<file path="config.mk">
export PLATFORM = sky130hd
export DESIGN_NAME = ahb_m2s_mux_pipelined_flat
export DESIGN_NICKNAME = d
export VERILOG_FILES = /design/src/rtl/ahb_pkg.sv /design/src/rtl/ahb_m2s_mux_pipelined_if.sv /design/src/rtl/ahb_burst_tracker.sv /design/src/rtl/ahb_m2s_mux_pipelined.sv /design/src/flat_wrapper.sv
export SDC_FILE = /design/constraint.sdc
export NUM_CORES = 1
export LEC_CHECK = 0
export CORE_AREA = 2 2 158 160
export DETAILED_ROUTE_END_ITERATION = 8
export DIE_AREA = 0 0 160 162
export DONT_BUFFER_PORTS = 1
export MAX_ROUTING_LAYER = met4
export SKIP_CTS_REPAIR_TIMING = 1
export SLEW_MARGIN = 0
export SYNTH_ARGS = -nofsm -noshare
export SYNTH_HDL_FRONTEND = slang
export SYNTH_SLANG_ARGS = --single-unit
</file>
<file path="constraint.sdc">
create_clock -name HCLK -period 2.4 [get_ports HCLK]
set_input_delay 0.48 -clock HCLK [delete_from_list [all_inputs] [get_ports HCLK]]
set_output_delay 0.48 -clock HCLK [all_outputs]
set_load 0.01 [all_outputs]
</file>
<file path="src/rtl/ahb_pkg.sv">
// rtl/ahb_pkg.sv - AHB transfer/burst encodings shared by the master-to-slave mux
package ahb_pkg;

  typedef enum logic [1:0] {
    IDLE   = 2'b00,
    BUSY   = 2'b01,
    NONSEQ = 2'b10,
    SEQ    = 2'b11
  } htrans_t;

  typedef enum logic [2:0] {
    SINGLE = 3'b000,
    INCR   = 3'b001,
    WRAP4  = 3'b010,
    INCR4  = 3'b011,
    WRAP8  = 3'b100,
    INCR8  = 3'b101,
    WRAP16 = 3'b110,
    INCR16 = 3'b111
  } hburst_t;

  // Undefined-length bursts (SINGLE, INCR) report 0 beats.
  function automatic logic [4:0] burst_beats(input hburst_t b);
    case (b)
      WRAP4, INCR4:   burst_beats = 5'd4;
      WRAP8, INCR8:   burst_beats = 5'd8;
      WRAP16, INCR16: burst_beats = 5'd16;
      default:        burst_beats = 5'd0;
    endcase
  endfunction

endpackage

</file>
<file path="src/rtl/ahb_m2s_mux_pipelined_if.sv">
// rtl/ahb_m2s_mux_pipelined_if.sv - per-master request bundle and routed AHB address/data bus
interface ahb_m2s_mux_pipelined_if #(
  parameter int NUM_MASTERS = 4,
  parameter int ADDR_W      = 32,
  parameter int DATA_W      = 32
);
  localparam int MST_W = (NUM_MASTERS < 2) ? 1 : $clog2(NUM_MASTERS);

  logic [MST_W-1:0]  HMASTER;
  logic              HREADY;
  logic [ADDR_W-1:0] HADDR_M     [NUM_MASTERS];
  logic [1:0]        HTRANS_M    [NUM_MASTERS];
  logic              HWRITE_M    [NUM_MASTERS];
  logic [2:0]        HSIZE_M     [NUM_MASTERS];
  logic [2:0]        HBURST_M    [NUM_MASTERS];
  logic [3:0]        HPROT_M     [NUM_MASTERS];
  logic              HMASTLOCK_M [NUM_MASTERS];
  logic [DATA_W-1:0] HWDATA_M    [NUM_MASTERS];

  logic [ADDR_W-1:0] HADDR;
  logic [1:0]        HTRANS;
  logic              HWRITE;
  logic [2:0]        HSIZE;
  logic [2:0]        HBURST;
  logic [3:0]        HPROT;
  logic              HMASTLOCK;
  logic [DATA_W-1:0] HWDATA;
  logic [MST_W-1:0]  HMASTER_D;
  logic              DATA_ACTIVE;
  logic [3:0]        BURST_LEFT;
  logic              HANDOVER_ERR;
  logic              EARLY_TERM;

  modport master (
    output HMASTER, HREADY, HADDR_M, HTRANS_M, HWRITE_M, HSIZE_M, HBURST_M,
           HPROT_M, HMASTLOCK_M, HWDATA_M,
    input  HADDR, HTRANS, HWRITE, HSIZE, HBURST, HPROT, HMASTLOCK, HWDATA,
           HMASTER_D, DATA_ACTIVE, BURST_LEFT, HANDOVER_ERR, EARLY_TERM
  );

  modport slave (
    input  HMASTER, HREADY, HADDR_M, HTRANS_M, HWRITE_M, HSIZE_M, HBURST_M,
           HPROT_M, HMASTLOCK_M, HWDATA_M,
    output HADDR, HTRANS, HWRITE, HSIZE, HBURST, HPROT, HMASTLOCK, HWDATA,
           HMASTER_D, DATA_ACTIVE, BURST_LEFT, HANDOVER_ERR, EARLY_TERM
  );

endinterface

</file>
<file path="src/rtl/ahb_burst_tracker.sv">
// rtl/ahb_burst_tracker.sv - fixed-length burst beat counter with early-termination flag
module ahb_burst_tracker
  import ahb_pkg::*;
(
  input  logic       clk_i,
  input  logic       rst_i,
  input  logic       hready_i,
  input  htrans_t    htrans_i,
  input  hburst_t    hburst_i,
  input  logic       master_chg_i,
  output logic [3:0] burst_left_o,
  output logic       early_term_o
);

  logic [3:0] left_q, left_d;
  logic       early_q, early_d;
  logic [4:0] beats;

  always_comb begin
    beats   = burst_beats(hburst_i);
    early_d = hready_i && master_chg_i && (left_q != 4'd0);
    left_d  = left_q;
    // A new NONSEQ wins over the early-termination clear.
    if (hready_i && htrans_i == NONSEQ) begin
      left_d = (beats == 5'd0) ? 4'd0 : 4'(beats - 5'd1);
    end else if (early_d) begin
      left_d = 4'd0;
    end else if (hready_i && htrans_i == SEQ && left_q != 4'd0) begin
      left_d = left_q - 4'd1;
    end
  end

  always_ff @(posedge clk_i) begin
    if (rst_i) begin
      left_q  <= 4'd0;
      early_q <= 1'b0;
    end else begin
      left_q  <= left_d;
      early_q <= early_d;
    end
  end

  assign burst_left_o = left_q;
  assign early_term_o = early_q;

endmodule

</file>
<file path="src/rtl/ahb_m2s_mux_pipelined.sv">
// rtl/ahb_m2s_mux_pipelined.sv - AHB master-to-slave mux: combinational address routing,
// one-cycle-delayed write-data routing and handover fault detection
module ahb_m2s_mux_pipelined
  import ahb_pkg::*;
#(
  parameter int NUM_MASTERS = 4,
  parameter int ADDR_W      = 32,
  parameter int DATA_W      = 32
) (
  input logic HCLK,
  input logic HRESET,
  ahb_m2s_mux_pipelined_if.slave bus
);

  localparam int MST_W = (NUM_MASTERS < 2) ? 1 : $clog2(NUM_MASTERS);
  localparam logic [MST_W:0] NM = NUM_MASTERS[MST_W:0];

  logic             sel_valid, wdata_valid, accept, master_chg;
  logic [MST_W-1:0] hmaster_d_q, hmaster_d_d, last_master_q;
  logic             data_active_q, data_active_d;
  logic             hready_prev_q, handover_err_q, handover_err_d;

  assign sel_valid   = {1'b0, bus.HMASTER} < NM;
  assign wdata_valid = {1'b0, hmaster_d_q} < NM;
  assign master_chg  = bus.HMASTER != last_master_q;

  always_comb begin
    bus.HADDR     = {ADDR_W{1'b0}};
    bus.HTRANS    = IDLE;
    bus.HWRITE    = 1'b0;
    bus.HSIZE     = 3'd0;
    bus.HBURST    = SINGLE;
    bus.HPROT     = 4'd0;
    bus.HMASTLOCK = 1'b0;
    if (sel_valid) begin
      bus.HADDR     = bus.HADDR_M[bus.HMASTER];
      bus.HTRANS    = bus.HTRANS_M[bus.HMASTER];
      bus.HWRITE    = bus.HWRITE_M[bus.HMASTER];
      bus.HSIZE     = bus.HSIZE_M[bus.HMASTER];
      bus.HBURST    = bus.HBURST_M[bus.HMASTER];
      bus.HPROT     = bus.HPROT_M[bus.HMASTER];
      bus.HMASTLOCK = bus.HMASTLOCK_M[bus.HMASTER];
    end
  end

  assign accept = bus.HREADY && (bus.HTRANS == NONSEQ || bus.HTRANS == SEQ);

  always_comb begin
    hmaster_d_d    = hmaster_d_q;
    data_active_d  = data_active_q;
    if (bus.HREADY) begin
      hmaster_d_d   = bus.HMASTER;
      data_active_d = accept;
    end
    handover_err_d = !hready_prev_q && master_chg;
  end

  // hready_prev resets high so the first cycle out of reset is not seen as a wait state.
  always_ff @(posedge HCLK) begin
    if (HRESET) begin
      hmaster_d_q    <= '0;
      data_active_q  <= 1'b0;
      last_master_q  <= '0;
      hready_prev_q  <= 1'b1;
      handover_err_q <= 1'b0;
    end else begin
      hmaster_d_q    <= hmaster_d_d;
      data_active_q  <= data_active_d;
      last_master_q  <= bus.HMASTER;
      hready_prev_q  <= bus.HREADY;
      handover_err_q <= handover_err_d;
    end
  end

  assign bus.HWDATA       = (data_active_q && wdata_valid) ? bus.HWDATA_M[hmaster_d_q]
                                                           : {DATA_W{1'b0}};
  assign bus.HMASTER_D    = hmaster_d_q;
  assign bus.DATA_ACTIVE  = data_active_q;
  assign bus.HANDOVER_ERR = handover_err_q;

  ahb_burst_tracker u_burst (
    .clk_i        (HCLK),
    .rst_i        (HRESET),
    .hready_i     (bus.HREADY),
    .htrans_i     (htrans_t'(bus.HTRANS)),
    .hburst_i     (hburst_t'(bus.HBURST)),
    .master_chg_i (master_chg),
    .burst_left_o (bus.BURST_LEFT),
    .early_term_o (bus.EARLY_TERM)
  );

endmodule

</file>
<file path="src/flat_wrapper.sv">
// flat-port wrapper written by rule: the top's interface ports become plain ports
module ahb_m2s_mux_pipelined_flat import ahb_pkg::*;
#(
  parameter int NUM_MASTERS = 4,
  parameter int ADDR_W      = 32,
  parameter int DATA_W      = 32
)
  (HCLK, HRESET, bus_HMASTER, bus_HREADY, bus_HADDR_M, bus_HTRANS_M, bus_HWRITE_M, bus_HSIZE_M, bus_HBURST_M, bus_HPROT_M, bus_HMASTLOCK_M, bus_HWDATA_M, bus_HADDR, bus_HTRANS, bus_HWRITE, bus_HSIZE, bus_HBURST, bus_HPROT, bus_HMASTLOCK, bus_HWDATA, bus_HMASTER_D, bus_DATA_ACTIVE, bus_BURST_LEFT, bus_HANDOVER_ERR, bus_EARLY_TERM);
  ahb_m2s_mux_pipelined_if #(.NUM_MASTERS(NUM_MASTERS), .ADDR_W(ADDR_W), .DATA_W(DATA_W)) bus_i ();
  input logic HCLK;
  input logic HRESET;
  input wire logic [$bits(bus_i.HMASTER)-1:0] bus_HMASTER;
  input wire logic [$bits(bus_i.HREADY)-1:0] bus_HREADY;
  input wire logic [$bits(bus_i.HADDR_M)-1:0] bus_HADDR_M;
  input wire logic [$bits(bus_i.HTRANS_M)-1:0] bus_HTRANS_M;
  input wire logic [$bits(bus_i.HWRITE_M)-1:0] bus_HWRITE_M;
  input wire logic [$bits(bus_i.HSIZE_M)-1:0] bus_HSIZE_M;
  input wire logic [$bits(bus_i.HBURST_M)-1:0] bus_HBURST_M;
  input wire logic [$bits(bus_i.HPROT_M)-1:0] bus_HPROT_M;
  input wire logic [$bits(bus_i.HMASTLOCK_M)-1:0] bus_HMASTLOCK_M;
  input wire logic [$bits(bus_i.HWDATA_M)-1:0] bus_HWDATA_M;
  output wire logic [$bits(bus_i.HADDR)-1:0] bus_HADDR;
  output wire logic [$bits(bus_i.HTRANS)-1:0] bus_HTRANS;
  output wire logic [$bits(bus_i.HWRITE)-1:0] bus_HWRITE;
  output wire logic [$bits(bus_i.HSIZE)-1:0] bus_HSIZE;
  output wire logic [$bits(bus_i.HBURST)-1:0] bus_HBURST;
  output wire logic [$bits(bus_i.HPROT)-1:0] bus_HPROT;
  output wire logic [$bits(bus_i.HMASTLOCK)-1:0] bus_HMASTLOCK;
  output wire logic [$bits(bus_i.HWDATA)-1:0] bus_HWDATA;
  output wire logic [$bits(bus_i.HMASTER_D)-1:0] bus_HMASTER_D;
  output wire logic [$bits(bus_i.DATA_ACTIVE)-1:0] bus_DATA_ACTIVE;
  output wire logic [$bits(bus_i.BURST_LEFT)-1:0] bus_BURST_LEFT;
  output wire logic [$bits(bus_i.HANDOVER_ERR)-1:0] bus_HANDOVER_ERR;
  output wire logic [$bits(bus_i.EARLY_TERM)-1:0] bus_EARLY_TERM;
  assign bus_i.HMASTER = bus_HMASTER;
  assign bus_i.HREADY = bus_HREADY;
  assign bus_i.HADDR_M = {>>{bus_HADDR_M}};
  assign bus_i.HTRANS_M = {>>{bus_HTRANS_M}};
  assign bus_i.HWRITE_M = {>>{bus_HWRITE_M}};
  assign bus_i.HSIZE_M = {>>{bus_HSIZE_M}};
  assign bus_i.HBURST_M = {>>{bus_HBURST_M}};
  assign bus_i.HPROT_M = {>>{bus_HPROT_M}};
  assign bus_i.HMASTLOCK_M = {>>{bus_HMASTLOCK_M}};
  assign bus_i.HWDATA_M = {>>{bus_HWDATA_M}};
  assign bus_HADDR = bus_i.HADDR;
  assign bus_HTRANS = bus_i.HTRANS;
  assign bus_HWRITE = bus_i.HWRITE;
  assign bus_HSIZE = bus_i.HSIZE;
  assign bus_HBURST = bus_i.HBURST;
  assign bus_HPROT = bus_i.HPROT;
  assign bus_HMASTLOCK = bus_i.HMASTLOCK;
  assign bus_HWDATA = bus_i.HWDATA;
  assign bus_HMASTER_D = bus_i.HMASTER_D;
  assign bus_DATA_ACTIVE = bus_i.DATA_ACTIVE;
  assign bus_BURST_LEFT = bus_i.BURST_LEFT;
  assign bus_HANDOVER_ERR = bus_i.HANDOVER_ERR;
  assign bus_EARLY_TERM = bus_i.EARLY_TERM;
  ahb_m2s_mux_pipelined #(.NUM_MASTERS(NUM_MASTERS), .ADDR_W(ADDR_W), .DATA_W(DATA_W)) u_core (.HCLK(HCLK), .HRESET(HRESET), .bus(bus_i));
endmodule
</file>
==> results of run 1 <==
-- final cells by class --
type                    instances  area, um^2  share of cell area (%)
clock buffers                   4        88.8                    2.89
inverters                       5        18.8                   0.610
repair buffers                  3        47.5                    1.54
flip-flops and latches         12         243                    7.89
diodes                          2        5.00                   0.163
multi-input cells             153        2270                    73.7
well taps                     324         405                    13.2
-- worst reg2reg max path, cell delays in order (launching register included) --
cell	delay, ps
sky130_fd_sc_hd__dfxtp_1	370
sky130_fd_sc_hd__inv_1	130
sky130_fd_sc_hd__ha_1	200
sky130_fd_sc_hd__nor3b_1	410
sky130_fd_sc_hd__a21oi_1	210
sky130_fd_sc_hd__o211ai_4	300
sky130_fd_sc_hd__nor3_1	110
sky130_fd_sc_hd__a211oi_1	260
-- logic make-up after synthesis --
logic type / Yosys count
multiplexers: 81
AND/OR/NAND/NOR: 53
buffers and inverters: 29
AO/OA/AOI/OAI: 16
flip-flops: 12
XOR/XNOR: 2
adder cells (fa/ha/maj): 1
-- flip-flops by register name, summed over array words and instances, names as in the netlist --
name / cells
u_core.bus.DATA_ACTIVE: 1
u_core.bus.HANDOVER_ERR: 1
u_core.bus.HMASTER_D: 2
u_core.hready_prev_q: 1
u_core.last_master_q: 2
u_core.u_burst.burst_left_o: 4
u_core.u_burst.early_term_o: 1
-- layer usage --
layer	routed length (um)	GRT usage (%)
met1	4060	8.80
met5	0	-
met3	1600	2.89
met2	7130	17.4
met4	97	1.31
-- power by group --
part | leakage [nW] | internal (mW) | switching [mW]
Clock | 0.0442 | 0.252 | 0.0905
Sequential | 0.0998 | 0.223 | 0.0327
Combinational | 0.706 | 0.302 | 0.268
Total | 0.850 | 0.777 | 0.391
-- how the worst max path moves through the flow --
stage | endpoint | slack (ps) | cells after the start
2_1_floorplan | bus_HWDATA[10] | 250 | 4
3_3_place_gp | bus_HWDATA[24] | 550 | 3
3_5_place_dp | u_core.u_burst.burst_left_o[0]$_SDFFE_PP0P_ | 390 | 7
4_1_cts | bus_HWDATA[24] | 250 | 3
5_1_grt | u_core.u_burst.burst_left_o[0]$_SDFFE_PP0P_ | 180 | 7
6_report | bus_HWDATA[24] | 270 | 3
-- cells in the final DEF (no fill, tap or decap), types with 2 or more instances in the layout --
| cell type | instances |
|---|---|
| sky130_fd_sc_hd__mux4_2 | 77 |
| sky130_fd_sc_hd__and2_1 | 33 |
| sky130_fd_sc_hd__dfxtp_1 | 10 |
| sky130_fd_sc_hd__inv_1 | 5 |
| sky130_fd_sc_hd__nor3_1 | 5 |
| sky130_fd_sc_hd__a21oi_1 | 4 |
| sky130_fd_sc_hd__mux2i_1 | 3 |
| sky130_fd_sc_hd__nor2_1 | 3 |
| sky130_fd_sc_hd__nand2_1 | 3 |
| sky130_fd_sc_hd__clkbuf_16 | 3 |
| sky130_fd_sc_hd__diode_2 | 2 |
| sky130_fd_sc_hd__xnor2_1 | 2 |
| sky130_fd_sc_hd__a211oi_1 | 2 |
| sky130_fd_sc_hd__nor2b_1 | 2 |
| sky130_fd_sc_hd__buf_12 | 2 |
| sky130_fd_sc_hd__dfxtp_2 | 2 |
-- per-stage QoR --
stage | util, % | area (um^2) | worst slack, ps | power, mW | hold slack, ps
floorplan | - | 2640 | 249 | 0.774 | 376
global placement | 12.4 | 2980 | 550 | 0.797 | 384
detailed placement | 12.4 | 2980 | 392 | 0.823 | 400
CTS | 12.7 | 3070 | 247 | 1.17 | 310
global route | 12.8 | 3080 | 179 | 1.22 | 303
finish | 12.8 | 3080 | 267 | 1.17 | 310
==> impl_summary.md, run 1 <==
Outcome
The run finished with clean final reports.

STA
Setup repair after global routing left no endpoint under its margin. The final-report max-slew violation count is 0. The worst path needs 2130 ps of the cycle, external delays included.

The final setup violation count is 0. Between clock sinks in the finished design, the worst skew comes to 4.12 ps. The worst pin sits at a relative slew slack of 67.5%.

In the finished design, the share of the clock period the worst path needs comes to 88.9%. Static timing analysis puts the maximum clock frequency at 0.469 GHz. Adding up every negative setup slack in the final design gives 0 ps. The slew at the pin with the worst max-slew slack is 487 ps. The final hold violation count came to 0.

Global routing
Global routing used 8.94% of the available tracks across all layers. The initial antenna violation count was 1. The final global-route overflow total is 0. The first-pass GRT wire length is 16.8 mm. The via count of the first global-routing pass is 2468.

The pin count of the biggest net entering global routing is 50.

Power and ir drop
The worst ir drop on vdd is 210 uV. For this design the ratio of total power to cell area is 380 mW/mm^2. For this design the static power due to leakage is 0.850 nW.

Die
The starting utilization of the core area is 11.0%. The height of the chip is 162 um. The area of the core is 0.0241 mm^2. The top-level port count is 404. The floorplan has 57 rows. The die covers 0.0259 mm^2.

The horizontal die dimension is 160 um.

Place
The detailed placer's ending HPWL is 11.4 mm. The number of placed instances with taps included is 497. In this run the tool buffered the top-level ports with 0 buffer cells. The congestion estimate from routability-driven global placement came to 0.944.

Route
The post-detailed-route wirelength per cell is 25.6 um. Summed over all layers, the routed wires come to 12.9 mm. The total iterations of the first detailed-routing run is 4. The total number of vias is 2184. Once detail routing completed, the nets flagged for antenna violations numbered 0. The violation count after the first detailed-route iteration is 183. The via count normalized by instance count is 4.34. The remaining routing DRC violations is 0.

Critical path
The critical path is of the flop to output port type. Of all nets on the critical path, the largest fanout is 33. The cell class contributing the biggest share of worst-path delay is multiplexers. The startpoint of the most critical setup path is u_core.bus.HMASTER_D[0]$_SDFFE_PP0P_. The worst register-to-register path begins at u_core.u_burst.burst_left_o[0]$_SDFFE_PP0P_. The endpoint identified for the worst register-to-register timing path is u_core.u_burst.burst_left_o[0]$_SDFFE_PP0P_.

The number of buffers and inverters on the critical path is 1. The endpoint class of the critical path is an output port. The signal on the critical path passes through buf_12 > mux4_2 > and2_1. The arrival time at the worst endpoint is 1650 ps. The startpoint type of the worst setup path is a flop. The worst path required time is 1920 ps. The worst register-to-register path has a depth of 7.

On the worst path, the slowest cell contributes a delay of 560 ps. The worst-path cell with the longest stage delay is sky130_fd_sc_hd__mux4_2. For flop-to-flop paths, the worst setup slack is 300 ps.

Synthesis
The most common cell in the synthesized netlist is sky130_fd_sc_hd__mux4_2. The total standard cell area after synthesis is 0.00264 mm^2. The portion of synthesized cell area occupied by the leading cell type is 65.6%.

Summed over all instances, the cell type with the most area after synthesis is sky130_fd_sc_hd__mux4_2. Summing the areas of all xor and xnor instances in the mapped netlist gives 0.663% of the synthesized area. The synthesized design contains 0 enable-type register cells.

The number of nets handed over by synthesis was 512. The dominant combinational cell family by area after synthesis is multiplexers. In the synthesized netlist the dominant register cell turns out to be sky130_fd_sc_hd__dfxtp_1. Yosys printed 0 warnings.

Of all flip-flops after synthesis, the portion carrying an async set or reset was 0%. In the synthesized netlist, mux cells make up 67.7% of the area. The post-synthesis sequential area ratio is 9.09%. Sorting the synthesized cells by how often they occur yields 77 x sky130_fd_sc_hd__mux4_2, 33 x sky130_fd_sc_hd__and2_1, 13 x sky130_fd_sc_hd__clkbuf_1. The number of different library cells in the post-synthesis netlist is 35.

The number of storage elements in the synthesis netlist is 12. The area fraction in and, or, nand and nor cells after synthesis is 12.1%. The mean area per synthesized cell is 13.6 um^2.

The synthesized netlist devotes 4.87% of its cell area to compound gates. The cell count after synthesis is 194. The adder and majority gate portion of the synthesized area is 0.473%. By area the synthesized netlist is led by sky130_fd_sc_hd__mux4_2 66%, sky130_fd_sc_hd__dfxtp_1 9.1%, sky130_fd_sc_hd__and2_1 7.8%, sky130_fd_sc_hd__clkbuf_1 1.8%, sky130_fd_sc_hd__buf_2 1.5%.

Clock network
For the worst-skew pair, the clock arrives at the later sink with an insertion delay of 240 ps. The H-tree level count is 1. The TritonCTS sink count is 12.

Clock tree synthesis selected as its root buffer the cell sky130_fd_sc_hd__clkbuf_16. The longest clock path from root to sink contains 2 buffers. The CTS tree is built. The total CTS buffers is 3. The clock transition at the register clock pins on the worst setup and hold paths after CTS is 40 ps.

Layout
Counting the fill cells in the layout gives 2721. The count of non-filler cells in the finished layout is 503. The net count of the finished layout is 496. The layout cell share with drive strength beyond 1 is 50.8%. Relative to the synthesized area, the layout overhead comes to 16.4%.

Hold path
The classification of the worst-slack hold path is input port to flop. The beginning of the worst hold path is HRESET. The worst hold path terminates at u_core.bus.HMASTER_D[0]$_SDFFE_PP0P_. The worst hold path depth is 1.

Run
Across the run, the number of max-cap violations was 0.
Power figures use the tool's default switching activity.
==> run 2: changes to the inputs <==
- CTS_CLUSTER_SIZE: not set -> 8
- TNS_END_PERCENT: not set -> 30
- clock period: 2.4 -> 2.2 ns (I/O delays scaled with it)
==> run 2 against run 1 <==
Net effect: die area did not move; setup slack got worse by 160 ps; core utilization barely moved; cell area rose by 0.16%; critical path depth did not move; power rose by 9.8%; largest cell class unchanged; largest power group unchanged.
==> impl_summary.md, run 2 (same netlist as run 1, synthesis figures left out) <==
Critical path
The cell class contributing the biggest share of worst-path delay is multiplexers (unchanged). The worst path required time is 1760 ps (was 1920 ps). The maximum fanout encountered on the critical timing path was 33 (unchanged). Cell chain of the critical path: buf_12 > mux4_2 > and2_1 (unchanged).

The worst-path cell with the longest stage delay is sky130_fd_sc_hd__mux4_2 (unchanged). The arrival time at the worst endpoint came to 1650 ps (about the same). The worst flop-to-flop path endpoint is u_core.u_burst.burst_left_o[0]$_SDFFE_PP0P_ (unchanged). The category of the critical setup timing path is flop to output port (unchanged). The register-to-register setup slack is 150 ps (was 300 ps). The launch instance of the worst register-to-register path is u_core.u_burst.burst_left_o[0]$_SDFFE_PP0P_ (unchanged). The endpoint class of the critical path is an output port (unchanged). The logic depth of the worst register-to-register path is 7 (unchanged). The sum of buffers and inverters on the critical path is 1 (unchanged). The startpoint type of the worst setup path is a flop (unchanged). The maximum single-stage delay on the critical path is 560 ps (about the same). The number of stages on the worst setup path is 3 (unchanged).

STA
The worst max-slew margin expressed relative to the limit is 67.7% (was 67.5%). The slew at the pin with the worst max-slew slack is 484 ps (was 487 ps). After layout, the minimum clock period comes to 2090 ps. The total negative slack for setup checks is 0 ps (unchanged).

The final hold violation count is 0 (unchanged). The final setup violation count came to 0 (unchanged). The highest clock frequency the design can meet is 0.478 GHz.

The final period utilization is 95.1%. The setup clock skew after layout was 6.17 ps (was 4.12 ps). The final-report max-slew violation count is 0 (unchanged). RSZ-0062 raised after global routing: no (unchanged). The worst setup slack after layout is 108 ps (was 267 ps).

Global routing
The initial antenna violation count is 1 (unchanged). The via count of the first global-routing pass was 2468 (unchanged). The first-pass GRT wire length is 16.8 mm (unchanged). The all-layer global routing usage is 8.94% (unchanged). The pin count of the biggest net entering global routing was 50 (unchanged). The final global-route overflow total was 0 (unchanged).

Die
The starting utilization of the core area is 11.0% (unchanged). The number of placement rows is 57 (unchanged). The height of the chip came to 162 um (unchanged). The horizontal die dimension is 160 um (unchanged). The area of the core came to 0.0241 mm^2 (unchanged). The die area came to 0.0259 mm^2 (unchanged).

The top-level port count was 404 (unchanged).

Layout
The area growth from synthesis to layout came to 16.6% (was 16.4%). The layout cell share with drive strength beyond 1 is 51.4% (was 50.8%). The commonest non-fill, non-tap cell in the layout is sky130_fd_sc_hd__mux4_2 (unchanged). The number of flip-flops in the largest register is 4 (unchanged). The count of non-filler cells in the finished layout is 503 (unchanged).

Commonest cells after routing, fill and taps aside: 77 x sky130_fd_sc_hd__mux4_2, 33 x sky130_fd_sc_hd__and2_1, 10 x sky130_fd_sc_hd__dfxtp_1 (unchanged). The design area is 0.00308 mm^2 (about the same). The count of nets after finishing is 496 (unchanged). The core utilization of the finished layout was 12.8% (about the same).

Route
The number of antenna-violating nets in the routed design was 0 (unchanged). The via count normalized by instance count is 4.38 (was 4.34). The remaining routing DRC violations is 0 (unchanged).

The post-detailed-route wirelength per cell was 25.7 um (was 25.6 um). The total number of vias is 2204 (was 2184). The violation count after the first detailed-route iteration is 159 (was 183).

The routed length on met1 is 4.09 mm (was 4.06 mm). The detailed-route wire length came to 12.9 mm (about the same). The met2 wire length came to 7.16 mm (was 7.13 mm). The total iterations of the first detailed-routing run is 4 (unchanged). The top routing layer in use is met4 (unchanged). The total length of routed met3 wires was 1.58 mm (was 1.60 mm).

Place
The total placed instance area came to 0.00298 mm^2 (unchanged). The routability-driven placement congestion ratio was 0.944 (unchanged). The number of buffer cells added on primary ports is 0 (unchanged). The detailed placer's ending HPWL came to 11.4 mm (unchanged). The number of placed instances with taps included was 497 (unchanged). The worst slack after detailed placement came to 192 ps (was 392 ps).

Hold path
The beginning of the worst hold path is HRESET (unchanged). The classification of the worst-slack hold path is input port to flop (unchanged). The worst hold path depth is 1 (unchanged). The endpoint of the worst hold path was u_core.last_master_q[0]$_SDFF_PP0_ (was u_core.bus.HMASTER_D[0]$_SDFFE_PP0P_).

Clock network
The total CTS buffers is 3 (unchanged). The clock root buffer is sky130_fd_sc_hd__clkbuf_16 (unchanged). The clock latency of the later-clocked register in the worst-skew pair is 240 ps (about the same).

The TritonCTS sink count came to 12 (unchanged). The clock transition at the register clock pins on the worst setup and hold paths after CTS is 50 ps (was 40 ps). The largest buffer count on any clock path is 2 (unchanged). The CTS tree is built (unchanged). The H-tree level count is 1 (unchanged).

Power and ir drop
The leakage component of the power is 0.853 nW (was 0.850 nW). The total power density per cell area is 416 mW/mm^2 (was 380 mW/mm^2). The worst ir drop on vdd came to 233 uV (was 210 uV).

Run
The max capacitance violation total is 0 (unchanged).

Outcome
Status: finished, final reports clean (unchanged).
-- run 2: how the worst max path moves through the flow --
stage | from | to
floorplan | u_core.bus.HMASTER_D[0]$_SDFFE_PP0P_ | bus_HWDATA[10]
global placement | u_core.bus.HMASTER_D[0]$_SDFFE_PP0P_ | bus_HWDATA[24]
detailed placement | u_core.u_burst.burst_left_o[0]$_SDFFE_PP0P_ | u_core.u_burst.burst_left_o[0]$_SDFFE_PP0P_
CTS | u_core.bus.HMASTER_D[0]$_SDFFE_PP0P_ | bus_HWDATA[24]
global route | u_core.bus.HMASTER_D[0]$_SDFFE_PP0P_ | bus_HWDATA[24]
finish | u_core.bus.HMASTER_D[0]$_SDFFE_PP0P_ | bus_HWDATA[24]
-- run 2: final cells by class --
| type | instances | area (um^2) |
|---|---|---|
| Fill cell | 2721 | 21000 |
| Inverter | 5 | 18.8 |
| Timing Repair Buffer | 3 | 47.5 |
| Sequential cell | 12 | 243 |
| Multi-Input combinational cell | 153 | 2270 |
| Tap cell | 324 | 405 |
| Antenna cell | 2 | 5.00 |
| Clock buffer | 4 | 88.8 |
-- run 2: stage by stage --
stage / total power [mW] / hold slack [ps]
after global routing: 1.33 / 263
after floorplan: 0.844 / 376
after global placement: 0.870 / 384
after detailed placement: 0.898 / 400
final: 1.28 / 269
after CTS: 1.28 / 270
-- run 2: where the power goes --
part	switching [mW]	internal, mW
logic	0.294	0.333
registers	0.0381	0.243
clock network	0.100	0.275
-- run 2: routing by layer --
| layer | up-vias | GRT usage, % |
|---|---|---|
| met1 | 1113 | 8.80 |
| met3 | 12 | 2.89 |
| met4 | 0 | 1.31 |
| met5 | - | - |
| li1 | 799 | - |
| met2 | 280 | 17.4 |
